### config.mk
export PLATFORM = sky130hd
export DESIGN_NAME = okand_serial_alu
export DESIGN_NICKNAME = d
export VERILOG_FILES = /design/src/rtl/okand_serial_alu.sv
export SDC_FILE = /design/constraint.sdc
export NUM_CORES = 1
export LEC_CHECK = 0
export ABC_AREA = 1
export CORE_ASPECT_RATIO = 0.9
export CORE_UTILIZATION = 40
export CTS_BUF_LIST = sky130_fd_sc_hd__clkbuf_8
export CTS_CLUSTER_SIZE = 25
export DETAILED_ROUTE_END_ITERATION = 7
export GPL_TIMING_DRIVEN = 0
export MAX_ROUTING_LAYER = met4
export PLACE_DENSITY_LB_ADDON = 0.15
export SYNTH_ARGS = -nofsm -noshare
export SYNTH_HDL_FRONTEND = slang
export SYNTH_SLANG_ARGS = --single-unit
### constraint.sdc
create_clock -name pc_clk -period 1.9 [get_ports pc_clk]
set_input_delay 0.285 -clock pc_clk [delete_from_list [all_inputs] [get_ports pc_clk]]
set_output_delay 0.285 -clock pc_clk [all_outputs]
set_load 0.02 [all_outputs]
### src/rtl/okand_serial_alu.sv
// Bit-serial ALU for the PC link: receives {B, A, opcode} LSB first, then streams the result back LSB first.
// Build option OKAND_CARRY_OUT_EN appends the ADD carry-out as an extra final result bit.
//
// state   | meaning
// RECV    | accepting frame bits (pc_ready=1)
// COMPUTE | one cycle: result register loaded from opcode/operands
// SEND    | streaming result bits under fpga_ready backpressure
module okand_serial_alu #(
  parameter int WIDTH = 16
) (
  input  logic pc_clk,
  input  logic pc_rst_n,
  input  logic pc_data,
  input  logic pc_valid,
  output logic pc_ready,
  output logic fpga_data,
  output logic fpga_valid,
  input  logic fpga_ready,
  output logic busy
);

  localparam int FRAME_BITS = 2 + 2 * WIDTH;
  localparam int RXW        = $clog2(FRAME_BITS + 1);
`ifdef OKAND_CARRY_OUT_EN
  localparam int TX_BITS    = WIDTH + 1;
`else
  localparam int TX_BITS    = WIDTH;
`endif
  localparam int TXW        = $clog2(TX_BITS + 1);

  localparam logic [RXW-1:0] A_START = RXW'(2);
  localparam logic [RXW-1:0] B_START = RXW'(WIDTH + 2);
  localparam logic [RXW-1:0] RX_LAST = RXW'(FRAME_BITS - 1);
  localparam logic [TXW-1:0] TX_LAST = TXW'(TX_BITS - 1);

  typedef enum logic [1:0] {
    RECV    = 2'd0,
    COMPUTE = 2'd1,
    SEND    = 2'd2
  } state_t;

  state_t             state_q;
  logic [RXW-1:0]     rx_idx_q;
  logic [TXW-1:0]     tx_idx_q;
  logic [1:0]         op_q;
  logic [WIDTH-1:0]   a_q;
  logic [WIDTH-1:0]   b_q;
  logic [TX_BITS-1:0] result_q;
  logic [TX_BITS-1:0] result_d;
  logic               pc_ready_q;
  logic               fpga_valid_q;
  logic               busy_q;

`ifdef OKAND_CARRY_OUT_EN
  logic [WIDTH:0] sum_ext;
  assign sum_ext = {1'b0, a_q} + {1'b0, b_q};

  always_comb begin
    result_d = '0;
    unique case (op_q)
      2'b00:   result_d = {1'b0, a_q & b_q};
      2'b01:   result_d = {1'b0, a_q | b_q};
      2'b10:   result_d = {1'b0, a_q ^ b_q};
      default: result_d = sum_ext;
    endcase
  end
`else
  always_comb begin
    result_d = '0;
    unique case (op_q)
      2'b00:   result_d = a_q & b_q;
      2'b01:   result_d = a_q | b_q;
      2'b10:   result_d = a_q ^ b_q;
      default: result_d = a_q + b_q;
    endcase
  end
`endif

  // Operands and result are shift registers: bits arrive and leave LSB first,
  // so no variable bit select is needed on either side.
  always_ff @(posedge pc_clk or negedge pc_rst_n) begin
    if (!pc_rst_n) begin
      state_q      <= RECV;
      rx_idx_q     <= '0;
      tx_idx_q     <= '0;
      op_q         <= '0;
      a_q          <= '0;
      b_q          <= '0;
      result_q     <= '0;
      pc_ready_q   <= 1'b1;
      fpga_valid_q <= 1'b0;
      busy_q       <= 1'b0;
    end else begin
      unique case (state_q)
        RECV: begin
          if (pc_valid && pc_ready_q) begin
            if (rx_idx_q < A_START) begin
              op_q <= {pc_data, op_q[1]};
            end else if (rx_idx_q < B_START) begin
              a_q <= {pc_data, a_q[WIDTH-1:1]};
            end else begin
              b_q <= {pc_data, b_q[WIDTH-1:1]};
            end
            if (rx_idx_q == RX_LAST) begin
              rx_idx_q   <= '0;
              state_q    <= COMPUTE;
              pc_ready_q <= 1'b0;
              busy_q     <= 1'b1;
            end else begin
              rx_idx_q <= rx_idx_q + RXW'(1);
            end
          end
        end
        COMPUTE: begin
          result_q     <= result_d;
          tx_idx_q     <= '0;
          state_q      <= SEND;
          fpga_valid_q <= 1'b1;
        end
        SEND: begin
          if (fpga_ready) begin
            result_q <= result_q >> 1;
            if (tx_idx_q == TX_LAST) begin
              tx_idx_q     <= '0;
              state_q      <= RECV;
              fpga_valid_q <= 1'b0;
              pc_ready_q   <= 1'b1;
              busy_q       <= 1'b0;
            end else begin
              tx_idx_q <= tx_idx_q + TXW'(1);
            end
          end
        end
        default: begin
          state_q      <= RECV;
          pc_ready_q   <= 1'b1;
          fpga_valid_q <= 1'b0;
          busy_q       <= 1'b0;
        end
      endcase
    end
  end

  assign pc_ready   = pc_ready_q;
  assign fpga_valid = fpga_valid_q;
  assign fpga_data  = result_q[0];
  assign busy       = busy_q;

endmodule
==> results_dict.tcl <==
set metrics [dict create \
    grt_overflow 0 \
    syn-instance-count 605 \
    finalCritPeriodShare_pct 95.8 \
    worstRegToRegCells 8 \
    netlist_area_um2 4430 \
    r2r-start "a_q[0]" \
    dieArea_um2 11500 \
    core_area_um2 10800 \
    vias_per_cell 5.12 \
    wire_per_inst_um 14.9 \
    r2r_end "result_q[4]" \
    tightest_slew_ps 859 \
    yosysSeqAreaShare_pct 37.3 \
    grt_pass1_vias 3659 \
    dpl.hpwl_um 8430 \
    nets 669 \
    clock_sinks 66 \
    setup_ws_ps 79.5 \
    internal_power_mw 3.33 \
    num_vias 3920 \
    r2r_setup_slack_ps 80 \
    numCtsBuffers 9 \
    synth_common_cells "182 x nand2_1, 104 x inv_1, 65 x dfrtp_1, 40 x o21ai_0, 39 x nand3_1" \
    hold_buffers 0 \
    p_sw_mw 2.39 \
    path_cells "ha_4 > fa_2 > nand3_4 > nand3_4 > nand2_1 > a21oi_1 > o21ai_1 > a31oi_1" \
    synth_fp_nets 646 \
    critical_path_arrival_ps 2060 \
    cellLeakagePower_nw 2.61 \
    path_clk_slew_ps 80 \
    drt_iter0_markers 276 \
    hold_ws_ps 23.4 \
    place_ws_ps -187 \
    area_growth_pct 15.1 \
    skew_ps 11.4 \
    yosysMostFrequentCell "nand2_1" \
    powerDensity_nw_per_um2 1120 \
    drc_errors 0 \
    final_hold_viol_count 0 \
    path_buf_inv 0 \
    portBuffers 8 \
    drv_slew 0 \
    ant_nets 0 \
    power_frac_comb_pct 44.0 \
    setup_tns_ps 0 \
    synth-seq-cells 66 \
    synth_warnings 0 \
    synth-edff-count 0 \
    max_freq_ghz 0.549 \
    initial_core_util_pct 41.0 \
    clk_latency_ps 370 \
    rows 36 \
    die_w_um 113 \
    post-route-min-period_ps 1820 \
    path_common_cell "nand3_4" \
    cp-start-kind "register" \
    cts_max_path_buffers 2 \
    async_reset_ff_share_pct 100 \
    cts_max_level 3 \
    cpPeakStageDelay_ps 430 \
    synth_top_cell_area_share_pct 36.7 \
    register_area_um2 1650 \
    critPathTopFamily "adder cells" \
    synth_top_area_cell "dfrtp_1" \
    crit_path_max_fanout 4 \
    ir_worst_vdd_mv 0.692 \
    crit_type "register to register" \
    fp.dieH_um 102 \
    cp_num_cells 8 \
    pin_count 9 \
    synthTopCellsByArea "dfrtp_1 37%, nand2_1 15%, ha_1 9.9%" \
    syn_avg_cell_area_um2 7.33 \
    worstSetupEndpointType "register" \
    power_frac_clock_pct 18.1 \
    wl_um 11400 \
    cap_violations 0 \
    outcome "finished clean" \
    multi_input_area_um2 2500 \
    gp_routability_congestion 0.945 \
    synth_cell_types 36 \
    first_pass_iters 5 \
    relSlewSlack_pct 42.7 \
    setup_viol 0 \
    critPathRequiredTime_ps 2140 \
    cp_slowest_cell "dfrtp_1" \
    p_seq_share_pct 37.9 \
    fillers 1107 \
    holdCritPathClass "input port to asynchronous set/reset pin" \
    swShare_pct 41.8 \
    num_antenna_cells 0 \
    grt_pass1_wl_um 18400 \
    grt_max_degree 67 \
    grt_usage_pct 21.8 \
    drive_gt1_share_pct 14.8 \
    grt_antenna_before_repair 0 \
    cts_root_buf "clkbuf_8" \
    rsz0062_at_grt "yes" \
    cts_tree "done" \
    yosys_most_used_dff "dfrtp_1" \
]
what timing repair did:
action	in CTS	in global routing
setup buffers	0	4
setup endpoints to repair	5	12
pin swaps	0	8
gates cloned	0	0
hold endpoints to repair	0	0
gates resized for setup	4	46
per-layer routing:
layer	vias up	share of wire, %	routed length (um)	global-route usage (%)
met5	-	0	0	-
met4	0	0.98	112	5.47
met3	5	4.9	562	5.93
met2	82	43	4870	32.2
met1	1846	51	5840	29.5
li1	1987	-	-	-
how the worst max path moves through the flow:
stage | start | endpoint | slack [ps]
floorplan | a_q[0] | result_q[8] | 150
global placement | pc_rst_n | a_q[15] | -1850
detailed placement | a_q[0] | result_q[4] | -190
CTS | a_q[0] | result_q[8] | 20
global route | a_q[2] | result_q[14] | -20
finish | a_q[0] | result_q[4] | 80
kinds of logic (layout without fill, tap and decap cells):
group	after synthesis	in the layout	share of synthesized area, %
simple gates	265	265	25.2
buf+inv	123	151	11.5
compound gates	113	113	15.3
flops	66	66	37.3
fa+ha+maj	36	36	10.3
xor+xnor	2	2	0.395
cell type report:
class	instances	share of cell area (%)
clock buffers	9	2.43
clock inverters	7	0.735
inverters	107	7.87
repair buffers	12	2.11
plain buffers	16	2.28
flip-flops and latches	66	32.4
multi-input cells	416	48.9
well taps	133	3.26
per-stage QoR:
step	power (mW)	util, %	std cells	area [um2]
final	5.72	47.2	766	5100
after global placement	4.33	43.3	746	4680
after floorplan	3.67	-	605	4430
after global routing	6.21	47.2	766	5100
after CTS	5.42	44.9	762	4850
after detailed placement	4.36	43.3	746	4680
cell usage in the layout, fill, tap and decap left out, types with 6 or more instances in the layout:
cell,instances
o21ai_1,10
buf_2,6
nand3_1,32
ha_4,11
nand2_2,9
nor2_1,20
buf_4,10
dfrtp_1,64
nand2_1,175
o21ai_0,39
o211ai_1,7
clkdlybuf4s50_1,7
o21ai_2,11
inv_1,103
ha_1,24
o22ai_1,12
a211oi_1,7
nand4_1,7
clkbuf_8,9
a21oi_1,20
power by group through the flow:
stage	Combinational (mW)	Sequential (mW)	Clock (mW)
2_1_floorplan	1.51	2.16	0
3_3_place_gp	2.16	2.17	0
3_5_place_dp	2.18	2.18	0
4_1_cts	2.19	2.16	1.06
5_1_grt	2.86	2.22	1.13
6_report	2.52	2.17	1.04
flip-flops by register name (all words and copies together), names as in the netlist, 2 cells and up:
signal,count
rx_idx_q,6
result_q,16
a_q,16
b_q,16
op_q,2
tx_idx_q,5
state_q,2
Note: power is estimated with default switching activity, not from simulation.
